<file path="config.mk">
export PLATFORM = sky130hd
export DESIGN_NAME = instr_fetch_unit
export DESIGN_NICKNAME = d
export VERILOG_FILES = /design/src/rtl/instr_fetch_unit.sv
export SDC_FILE = /design/constraint.sdc
export NUM_CORES = 1
export LEC_CHECK = 0
export CAP_MARGIN = 5
export CORE_AREA = 2 2 56 84
export CTS_CLUSTER_DIAMETER = 200
export CTS_CLUSTER_SIZE = 25
export DETAILED_ROUTE_END_ITERATION = 10
export DIE_AREA = 0 0 58 86
export GPL_TIMING_DRIVEN = 1
export PLACE_DENSITY = 0.81
export REMOVE_ABC_BUFFERS = 1
export SLEW_MARGIN = 20
export SYNTH_ARGS = -nofsm -noshare
export SYNTH_HDL_FRONTEND = slang
export SYNTH_SLANG_ARGS = --single-unit
</file>
<file path="constraint.sdc">
create_clock -name clk -period 1.5 [get_ports clk]
set_clock_uncertainty 0.15 [all_clocks]
set_input_delay 0.15 -clock clk [delete_from_list [all_inputs] [get_ports clk]]
set_output_delay 0.15 -clock clk [all_outputs]
set_load 0.02 [all_outputs]
</file>
<file path="src/rtl/instr_fetch_unit.sv">
// Instruction fetch stage: owns the PC, reads a synchronous instruction memory
// and hands instructions to the decoder over a valid/ready handshake.
//
// state   | meaning
// --------+-----------------------------------------------------------------
// FETCH   | issue a read for pc (imem_en/imem_addr registered this edge)
// WAIT    | read data on imem_rdata; capture it into the instruction register
// HOLD    | instruction presented to the decoder, waiting for instr_ready
// HALTED  | HALT consumed; idle until a redirect or reset
module instr_fetch_unit #(
  parameter int unsigned           ADDR_WIDTH  = 5,
  parameter int unsigned           INSTR_WIDTH = 16,
  parameter logic [ADDR_WIDTH-1:0] RESET_PC    = '0,
  parameter logic [3:0]            HALT_OPCODE = 4'b1111
) (
  input  logic                   clk,
  input  logic                   reset,
  output logic                   imem_en,
  output logic [ADDR_WIDTH-1:0]  imem_addr,
  input  logic [INSTR_WIDTH-1:0] imem_rdata,
  output logic [INSTR_WIDTH-1:0] instruction,
  output logic [ADDR_WIDTH-1:0]  instr_pc,
  output logic                   instr_valid,
  input  logic                   instr_ready,
  input  logic                   redirect,
  input  logic [ADDR_WIDTH-1:0]  redirect_target,
  output logic                   halted
);

  typedef enum logic [1:0] {
    S_FETCH  = 2'd0,
    S_WAIT   = 2'd1,
    S_HOLD   = 2'd2,
    S_HALTED = 2'd3
  } state_e;

  state_e                   state_q;
  logic [ADDR_WIDTH-1:0]    pc_q;
  logic [ADDR_WIDTH-1:0]    pc_d;
  logic [INSTR_WIDTH-1:0]   instr_q;
  logic [ADDR_WIDTH-1:0]    instr_pc_q;
  logic                     instr_valid_q;
  logic                     halt_pend_q;
  logic                     halted_q;
  logic                     imem_en_q;
  logic [ADDR_WIDTH-1:0]    imem_addr_q;
  logic                     handshake;
  logic                     is_halt;

  assign pc_d      = pc_q + ADDR_WIDTH'(1);
  assign handshake = instr_valid_q & instr_ready;
  assign is_halt   = (imem_rdata[INSTR_WIDTH-1 -: 4] == HALT_OPCODE);

  always_ff @(posedge clk) begin
    if (reset) begin
      state_q       <= S_FETCH;
      pc_q          <= RESET_PC;
      instr_q       <= '0;
      instr_pc_q    <= '0;
      instr_valid_q <= 1'b0;
      halt_pend_q   <= 1'b0;
      halted_q      <= 1'b0;
      imem_en_q     <= 1'b0;
      imem_addr_q   <= '0;
    end else if (redirect) begin
      // A handshake in this cycle still completes; only the next PC changes.
      state_q       <= S_FETCH;
      pc_q          <= redirect_target;
      instr_valid_q <= 1'b0;
      halt_pend_q   <= 1'b0;
      halted_q      <= 1'b0;
      imem_en_q     <= 1'b0;
    end else begin
      case (state_q)
        S_FETCH: begin
          imem_en_q   <= 1'b1;
          imem_addr_q <= pc_q;
          state_q     <= S_WAIT;
        end
        S_WAIT: begin
          instr_q       <= imem_rdata;
          instr_pc_q    <= pc_q;
          pc_q          <= pc_d;
          instr_valid_q <= 1'b1;
          imem_en_q     <= 1'b0;
          halt_pend_q   <= is_halt;
          state_q       <= S_HOLD;
        end
        S_HOLD: begin
          if (handshake) begin
            instr_valid_q <= 1'b0;
            if (halt_pend_q) begin
              halted_q  <= 1'b1;
              imem_en_q <= 1'b0;
              state_q   <= S_HALTED;
            end else begin
              imem_en_q   <= 1'b1;
              imem_addr_q <= pc_q;
              state_q     <= S_WAIT;
            end
          end
        end
        S_HALTED: begin
          imem_en_q     <= 1'b0;
          instr_valid_q <= 1'b0;
        end
        default: state_q <= S_FETCH;
      endcase
    end
  end

  assign imem_en     = imem_en_q;
  assign imem_addr   = imem_addr_q;
  assign instruction = instr_q;
  assign instr_pc    = instr_pc_q;
  assign instr_valid = instr_valid_q;
  assign halted      = halted_q;

endmodule

</file>
==> results of run 1 <==
[worst max-delay path, stage by stage (launching register included)]
cell and delay [ps]:
dfxtp_2 340, buf_4 130, ha_2 230, and2b_1 180, buf_12 160, nand2_1 80, a21oi_1 130
[sequential cells by signal, indices dropped and copies added (netlist names)]
register     count
pc_q             5
instr_valid      1
imem_addr        5
imem_en          1
halt_pend_q      1
instruction     16
instr_pc         5
halted           1
state_q          2
[cell type report]
cell class,count,area [µm²]
fillers,397,1670
inverters,7,26.3
repair buffers,68,661
clock inverters,2,13.8
well taps,46,57.6
multi-input cells,138,950
clock buffers,6,82.6
flip-flops and latches,37,744
[report_power, final]
part / switching, µW / leakage (µW) / total (µW) / internal [µW]
logic: 164 / 0.000735 / 338 / 174
registers: 27.0 / 0.000303 / 1050 / 1020
clock network: 374 / 0.0000512 / 747 / 372
[worst max path at each step]
stage | startpoint | to | slack (ps) | cells past startpoint
finish | state_q[0] | instruction[11] | 40 | 6
global route | state_q[0] | pc_q[1] | -30 | 5
global placement | redirect | state_q[1] | -100 | 5
floorplan | state_q[0] | imem_addr[0] | -70 | 5
CTS | instr_valid | instr_valid | 4 | 1
detailed placement | instr_ready | imem_addr[4] | -110 | 3
[layer usage]
layer	global-route usage, %	routed length (µm)	vias to the layer above
li1	-	-	804
met1	19.9	1820	755
met2	32.7	2490	24
met3	3.62	119	6
met4	6.98	67	0
met5	0	0	-
[repair_timing]
action / in CTS / in global routing
pin swaps: 2 / 4
cloned: 0 / 1
endpoints found under the setup margin: 41 / 32
gates resized for setup: 40 / 11
[logic make-up after synthesis]
group,count (synthesis)
AND/OR/NAND/NOR,74
AO/OA/AOI/OAI,48
flip-flops,37
buffers and inverters,19
adder cells (fa/ha/maj),7
XOR/XNOR,4
multiplexers,4
[synthesized netlist by cell type]
library cell	number	area share (%)
xor2_1	1	0.52
nand4_1	2	0.75
ha_1	7	5.2
a21oi_1	26	7.8
nor3_1	2	0.60
a41oi_1	1	0.52
o21ai_0	1	0.30
o21a_1	3	1.3
and4_1	1	0.52
nor2_2	1	0.37
xnor2_1	3	1.6
o221a_2	1	0.67
buf_4	1	0.45
nand4b_1	5	2.6
o211ai_1	1	0.45
dfxtp_1	37	44
inv_1	7	1.6
o31a_1	5	2.6
and2b_1	1	0.45
buf_2	8	2.4
a2111oi_1	1	0.60
mux2i_1	3	1.8
nor2_1	3	0.67
mux2_2	1	0.67
nand2b_1	7	2.6
o22ai_1	1	0.37
o311ai_1	5	2.6
buf_1	2	0.45
nand3_1	1	0.30
or3_1	1	0.37
nand3b_1	5	2.2
a21boi_1	2	0.90
o41ai_1	1	0.52
clkbuf_1	1	0.22
nand2_1	44	9.9
nand4b_2	1	0.90
[through the flow]
stage	std cells	instance area [µm²]	utilization, %	hold slack (ps)	TNS, ps
global route	304	2530	60.2	254	-167
floorplan	181	1620	-	69.1	-390
CTS	303	2470	58.7	242	0
detailed placement	295	2370	56.2	296	-487
finish	304	2530	60.2	250	0
global placement	295	2370	56.2	291	-172
==> metrics.md, run 1 <==
| Metric | Value |
|---|---|
| Iter 0 DRT Violations | 35 |
| Hold-fix buffers at CTS | 0 |
| DR vias | 1,589 |
| Worst slack at placement | -108 ps |
| Reg2reg start | state_q[0] |
| Worst EP required | 1580 ps |
| Synth Area in XOR/XNOR | 2.09% |
| Mux cell area share after synthesis | 2.46% |
| TritonRoute pass-1 iters | 4 |
| Via-to-Cell Ratio | 5.23 |
| GPL Wtd Cong | 0.820 |
| Adder-cell share of the synthesized area | 5.23% |
| Final ANT Viol Nets | 0 |
| Layout cells sized above 1 | 17.4% |
| CP Max Fanout | 21 |
| Routed len/inst | 14.8 µm |
| Fmax | 683 MHz |
| Post-DP HPWL | approximately 3.0 mm |
| Max-Cap Viols | 0 |
| Max-slew violations | 0 |
| Synth Register Bits | 37 |
| Remaining DRCs | 0 |
| Hold crit path type | in -> reg |
| Status | finished clean |
| Complex-gate fraction of the synthesized area | 18.7% |
| Initial antenna violation count | 0 |
| Tot Pwr | 2130 µW |
| Core area | 4210 µm² |
| Cell variety after synth | 36 |
| Crit path launch type | flop |
| Main combinational cell family by area after synthesis | simple AND/OR/NAND/NOR gates |
| Critical path class | reg -> reg |
| Lkg Pwr | 0.00109 µW |
| Post-CTS Setup Bufs | 0 |
| CTS H-tree depth | 2 |
| R2r worst-path depth | 6 |
| CTS root buf | clkbuf_8 |
| Setup violations, final | 0 |
| RSZ-0062 raised after global routing | yes |
| Max clock buf depth | 2 |
| Peak VDD IR | around 0.83 mV |
| GRT Overall Usage | between 10% and 20% |
| Row cnt | 29 |
| Diode count | 0 |
| Critical Path End Type | flop |
| Routed wire length | 4.49 mm |
| Setup WS post-layout | 35.5 ps |
| Die area | 4990 µm² |
| Tmin final | 1460 ps |
| TritonCTS clock tree | done |
| Die Wd | slightly below 60 µm |
| Worst Path Arrival | 1540 ps |
| Total global routing overflow | 0 |
| CTS Buf Count | 5 |
| Synthesis Warnings | 0 |
| Final Hold Fails | 0 |
| Most frequent cells in the layout | 44 x nand2_1, 34 x dfxtp_1, 29 x dlygate4sd2_1 |
| Worst skew pair latency | 300 ps |
| PwrDens | about 840 nW/µm² |
| Part of the cycle the worst path needs | 97.6% |
| Largest net degree at the start of global routing | 31 |
| Mapped Avg Cell Area | 8.68 µm² |
| Commonest non-fill, non-tap cell in the layout | nand2_1 |
| Post-Syn Area | 1680 µm² |
| Rel. slew slack | 72.6% |
| Synth Instances | 193 |
| Clock sink count | 37 |
| First-pass GRT wire length | 6.96 mm |
| Initial Utilization | 39.8% |
| R2R setup slack | 40 ps |
| Worst Tran Pin Value | 410 ps |
| IO Pins | 54 |
| Hold wc startpoint | imem_rdata[8] |
| Post-Synth Simple-Gate Area | 22.3% |
| Worst hold stages | 3 |
| Sequential fraction of the synthesis area | 44.2% |
| Die Height | 86 µm |
| Reg clk slew, reported paths | 80 ps |
| Number of global-route vias before repair | 1,485 |
| Min-Delay Endpoint | instruction[8] |
| Total Nets Final | 289 |
| Port buffer count | 53 |
| Area Overhead vs Synth | 51.3% |
| FF-to-FF End | instruction[11] |
(Power assumes the default switching activity.)
==> inputs of run 2 (changes only) <==
Settings changed: CORE_AREA 2 2 56 84 to 2 2 54 82, CTS_BUF_LIST from default to sky130_fd_sc_hd__clkbuf_8, DIE_AREA 0 0 58 86 to 0 0 56 84, MAX_ROUTING_LAYER from default to met4, PLACE_DENSITY 0.81 to 0.85.
==> run 2 against run 1 <==
The run now ends with negative setup slack left. Sequential power about the same. Register-to-register slack worse by 40 ps. Final area up 2.0%. Via count up 3.3%. Clock power up 20%. Flip-flop and latch count unchanged. Routed wire length up 7.2%. Global-route usage up 2.1 points. Hold slack worse by 9.1 ps. Cell count unchanged. Utilization up 3.4 points. Critical endpoint is now state_q[0].
==> metrics.md, run 2 (synthesized netlist as in run 1, its figures left out) <==
| Metric | Value |
|---|---|
| Status | finished with violations |
| Failing checks | negative setup slack |
| Worst Path Arrival | 1580 ps (+40 ps) |
| Via-to-Cell Ratio | 5.40 (+3.3%) |
| Crit path launch type | flop |
| RSZ-0062 raised after global routing | yes |
| Max-Cap Viols | 0 (unchanged) |
| Core area | 4060 µm² (-3.4%) |
| CTS Buf Count | 5 (unchanged) |
| Worst EP required | 1580 ps (about the same) |
| Total global routing overflow | 0 (unchanged) |
| Rel. slew slack | 77.0% (+4.4 points) |
| Final core utilization | 63.6% (+3.4 points) |
| Total Nets Final | 289 (unchanged) |
| IO Pins | 54 (unchanged) |
| GPL Wtd Cong | 0.874 (+6.6%) |
| Number of flip-flops in the largest register | 16 (unchanged) |
| Part of the cycle the worst path needs | 100% (+2.5 points) |
| Critical path class | reg -> reg |
| Die area | 4700 µm² (-5.7%) |
| Number of global-route vias before repair | 1,538 (+3.6%) |
| Layout cells sized above 1 | 18.2% (+0.78 points) |
| Worst hold slack | 241 ps (-9.05 ps) |
| Initial Utilization | 41.2% (+1.4 points) |
| Post-DP HPWL | 3.00 mm (-1.5%) |
| Crit-path cells | inv_2, ha_2, a21boi_2, or3_1, a21boi_2 |
| Slowest stage cell on the critical path | dfxtp_2 |
| Tmin final | 1500 ps (+36.9 ps) |
| Post-CTS Setup Bufs | 0 (unchanged) |
| Iter 0 DRT Violations | 36 (+2.9%) |
| Critical Path End Type | flop |
| Routed wire length | 4.82 mm (+7.2%) |
| Final ANT Viol Nets | 0 (unchanged) |
| Remaining DRCs | 0 (unchanged) |
| CP Max Fanout | 5 (-76%) |
| Most Frequent Cell on Critical Path | a21boi_2 |
| Row cnt | 29 (unchanged) |
| Clock sink count | 37 (unchanged) |
| GRT Overall Usage | 20.1% (+2.1 points) |
| Lkg Pwr | 0.00111 µW (+1.7%) |
| Die Wd | 56 µm (-3.4%) |
| Crit-path max cell delay | 350 ps (about the same) |
| Max clock buf depth | 2 (unchanged) |
| CP bufs+invs | 1 (-1) |
| Fmax | 666 MHz (-2.5%) |
| Kind of cell adding the most delay to the critical path | flip-flops |
| Setup WS post-layout | -1.48 ps (-36.9 ps) |
| DR vias | 1,641 (+3.3%) |
| Area Overhead vs Synth | 54.4% |
| TritonRoute pass-1 iters | 4 (unchanged) |
| CTS H-tree depth | 2 (unchanged) |
| Commonest non-fill, non-tap cell in the layout | nand2_1 |
| Peak VDD IR | 1.02 mV (+23%) |
| Setup violations, final | 1 (+1) |
| Most frequent cells in the layout | 44 x nand2_1, 34 x dfxtp_1, 29 x dlygate4sd2_1 |
| TritonCTS clock tree | done |
| Largest net degree at the start of global routing | 33 (+6.5%) |
| Initial antenna violation count | 0 (unchanged) |
| Max-slew violations | 0 (unchanged) |
| Port buffer count | 53 (unchanged) |
| Die Height | 84 µm (-2.3%) |
| Diode count | 0 (unchanged) |
| Worst Tran Pin Value | 345 ps (-65.8 ps) |
| PwrDens | 888 nW/µm² (+5.7%) |
| Routed len/inst | 15.8 µm (+7.2%) |
| Final Hold Fails | 0 (unchanged) |
| Hold crit path type | in -> reg |
| Reg clk slew, reported paths | 80 ps (about the same) |
| CTS root buf | clkbuf_8 |
| Worst skew pair latency | 300 ps (about the same) |
| First-pass GRT wire length | 7.18 mm (+3.2%) |
## run 2: cell count changes in the layout (fill, tap and decap cells not counted), sizes merged
cell,change
buf,-1
bufinv,+1
clkinv,-1
clkinvlp,+1
## run 2: routing by layer
| layer | global-route usage [%] | part of all wire (%) |
|---|---|---|
| met5 | - | 0 |
| met2 | 35.5 | 56 |
| met4 | 10.2 | 2.3 |
| met1 | 19.9 | 39 |
| met3 | 5.27 | 2.9 |
## run 2: worst register-to-register path, delay by kind of cell (launching register included)
kind	cells	cell delay [ps]
AO/OA/AOI/OAI	2	340
buffers and inverters	1	50
AND/OR/NAND/NOR	1	350
flip-flops	1	350
adder cells (fa/ha/maj)	1	190
## run 2: cell type report
| cell class | count | area, µm² |
|---|---|---|
| multi-input cells | 138 | 965 |
| clock buffers | 5 | 68.8 |
| clock inverters | 3 | 46.3 |
| well taps | 46 | 57.6 |
| flip-flops and latches | 37 | 744 |
| fillers | 328 | 1480 |
| repair buffers | 68 | 678 |
| inverters | 7 | 26.3 |
## run 2: what timing repair did
action	CTS	global route
gates resized for setup	39	15
hold buffers	0	0
pin swaps	2	1
gates cloned	0	2
setup endpoints to repair	42	20
## run 2: worst paths after layout
check                                    start              end  slack, ps  cells past startpoint
worst max register to register      state_q[0]       state_q[0]         -1                      5
worst max-delay path                state_q[0]       state_q[0]         -1                      5
worst min-delay path            imem_rdata[11]  instruction[11]        240                      3
worst min register to register  instruction[9]   instruction[9]        300                      2
## run 2: where the power goes
| part | switching, µW | total [µW] | internal (µW) |
|---|---|---|---|
| sequential | 27.0 | 1050 | 1020 |
| combinational | 172 | 354 | 182 |
| clock | 399 | 897 | 498 |
| total | 598 | 2300 | 1700 |
## run 2: metrics by stage
step | setup TNS [ps] | cell area (µm²) | power [µW] | std cells | setup WS, ps
after detailed placement | -524 | 2360 | 1410 | 294 | -110
after CTS | -0.634 | 2480 | 2280 | 302 | -0.634
final | -1.48 | 2590 | 2300 | 304 | -1.48
after floorplan | -390 | 1620 | 1190 | 181 | -72.6
after global placement | -244 | 2360 | 1400 | 294 | -51.6
after global routing | -183 | 2590 | 2390 | 304 | -38.7
==> inputs of run 3 (changes only) <==
Settings changed: CTS_BUF_LIST sky130_fd_sc_hd__clkbuf_8 to sky130_fd_sc_hd__clkbuf_4, PLACE_DENSITY 0.85 to 0.78.
==> run 3 against run 2 <==
The flow still finishes with violations (negative setup slack). Routed wire length is 1.9% lower. Setup slack better by 1.3 ps. First-iteration DRC count is 2.8% higher. Power decreased by 8.1%. Register-to-register slack is essentially flat. Flip-flop and latch count is the same. Die area unchanged. Sequential share of layout area fell by 0.057 points. Hold slack worse by 66 ps. Critical path depth is 1 higher. Combinational power grew 2%. Largest cell class unchanged.
==> metrics.md, run 3 (synthesized netlist as in run 1, its figures left out) <==
| Metric | Value |
|---|---|
| Reg clk slew, reported paths | 120 ps (+40 ps) |
| Diode count | 0 (unchanged) |
| Worst EP required | 1640 ps (+60 ps) |
| Commonest non-fill, non-tap cell in the layout | nand2_1 |
| Slowest stage cell on the critical path | dfxtp_2 |
| Largest net degree at the start of global routing | 28 (-15%) |
| Crit path launch type | flop |
| Layout cells sized above 1 | 18.4% (+0.17 points) |
| CTS root buf | clkbuf_4 |
| Crit-path max cell delay | 380 ps (+30 ps) |
| TritonRoute pass-1 iters | 4 (unchanged) |
| Total global routing overflow | 0 (unchanged) |
| Die area | 4700 µm² (unchanged) |
| Max-Cap Viols | 0 (unchanged) |
| Row cnt | 29 (unchanged) |
| Critical Path End Type | flop |
| Fmax | 667 MHz (about the same) |
| IO Pins | 54 (unchanged) |
| Failing checks | negative setup slack |
| Worst Tran Pin Value | 384 ps (+39.9 ps) |
| Hold crit path type | in -> reg |
| Crit-path cells | buf_4, ha_4, and2b_4, clkbuf_16, nand2_1, a21oi_1 |
| Rel. slew slack | 74.3% (-2.7 points) |
| Lkg Pwr | 0.00111 µW (+0.10%) |
| PwrDens | 809 nW/µm² (-8.9%) |
| Via-to-Cell Ratio | 5.28 (-2.1%) |
| Max clock buf depth | 2 (unchanged) |
| Area Overhead vs Synth | 55.7% |
| Status | finished with violations |
| Core area | 4060 µm² (unchanged) |
| Final ANT Viol Nets | 0 (unchanged) |
| # placed instances | 296 (+0.68%) |
| Post-place instance area | 2370 µm² (+0.64%) |
| TritonCTS clock tree | done |
| Met3 routed WL | 130 µm (-8.5%) |
| Worst skew pair latency | 360 ps (+60 ps) |
| Number of global-route vias before repair | 1,487 (-3.3%) |
| Worst Path Arrival | 1640 ps (+60 ps) |
| Routed len/inst | 15.4 µm (-2.8%) |
| Finished Layout Cells | 307 (+0.99%) |
| Peak VDD IR | 0.917 mV (-9.8%) |
| DR vias | 1,622 (-1.2%) |
| Routed wire length | 4.73 mm (-1.9%) |
| Setup WS post-layout | -0.218 ps (+1.27 ps) |
| Die Height | 84 µm (unchanged) |
| Worst slack at placement | -108 ps (+2.25 ps) |
| Tmin final | 1500 ps (-1.27 ps) |
| Total Nets Final | 292 (+1.0%) |
| Final Hold Fails | 0 (unchanged) |
| RSZ-0062 raised after global routing | yes |
| Critical path class | reg -> reg |
| Post-DP HPWL | 2.93 mm (-2.2%) |
| Part of the cycle the worst path needs | 100% (about the same) |
| Setup violations, final | 1 (unchanged) |
| First-pass GRT wire length | 7.04 mm (-2.0%) |
| Finished Cell Area | 2610 µm² (+0.87%) |
| CTS H-tree depth | 2 (unchanged) |
| Routed length on met1 | 1.95 mm (+4.6%) |
| Remaining DRCs | 0 (unchanged) |
| Number of flip-flops in the largest register | 16 (unchanged) |
| Max layer used | met4 |
| Port buffer count | 53 (unchanged) |
| CTS Buf Count | 5 (unchanged) |
| CP Max Fanout | 10 (+5) |
| Clock sink count | 37 (unchanged) |
| Initial antenna violation count | 0 (unchanged) |
| Most frequent cells in the layout | 44 x nand2_1, 34 x dfxtp_1, 29 x dlygate4sd2_1 |
| GPL Wtd Cong | 0.894 (+2.3%) |
| Max-slew violations | 0 (unchanged) |
| Iter 0 DRT Violations | 37 (+2.8%) |
| Initial Utilization | 41.2% (unchanged) |
| Tot Pwr | 2110 µW (-8.1%) |
| Die Wd | 56 µm (unchanged) |
| Met2 wire len | 2.56 mm (-5.4%) |
| GRT Overall Usage | 19.5% (-0.62 points) |
==> run 3: cell types whose count changed in the layout (fill, tap and decap cells not counted), sizes merged <==
| cell | previous run | this run |
|---|---|---|
| buf | 14 | 16 |
| clkbuf | 6 | 7 |
==> run 3: repair_timing <==
action / in CTS / in global routing
cloned: 0 / 3
resized for setup: 36 / 23
hold endpoints to repair: 0 / 0
buffers inserted: 0 / 0
hold buffers: 0 / 0
setup endpoints to repair: 40 / 33
pin swaps: 0 / 5
==> run 3: routing by layer <==
metal | vias up | global-route usage [%]
met3 | 7 | 4.65
met1 | 771 | 20.9
li1 | 814 | -
met5 | - | -
met4 | 0 | 7.79
met2 | 30 | 33.9
==> run 3: worst paths after layout <==
path | from | to | slack (ps) | cells past startpoint
setup / recovery | state_q[0] | instruction[4] | -0.2 | 6
hold reg to reg | instruction[5] | instruction[5] | 310 | 2
hold / removal | imem_rdata[6] | instruction[6] | 170 | 3
setup reg to reg | state_q[0] | instruction[4] | -0.2 | 6
==> run 3: where the power goes <==
group          internal [µW]  switching, µW  total, µW
registers               1020           27.8       1040
clock network            345            361        705
logic                    188            171        360
==> run 3: cell type report <==
class / count / area [µm²]
Multi-Input combinational cell: 138 / 976
Tap cell: 46 / 57.6
Clock buffer: 5 / 37.5
Sequential cell: 37 / 749
Fill cell: 327 / 1460
Clock inverter: 3 / 41.3
Timing Repair Buffer: 71 / 718
Inverter: 7 / 28.8
==> run 3: worst max-delay path: cells and delay by family, from the launching register on <==
kind | cells | cell delay (ps)
and+or+nand+nor | 2 | 290
adders and majority gates | 1 | 160
buffers and inverters | 2 | 320
AOI/OAI and AO/OA | 1 | 140
DFF | 1 | 380
==> run 3: per-stage QoR <==
step / util [%] / hold slack (ps) / TNS (ps)
6_report: 64.2 / 175 / -0.218
5_1_grt: 64.2 / 186 / -177
2_1_floorplan: - / 69.1 / -390
3_5_place_dp: 58.4 / 295 / -643
4_1_cts: 60.2 / 164 / -4.96
3_3_place_gp: 58.4 / 292 / -307
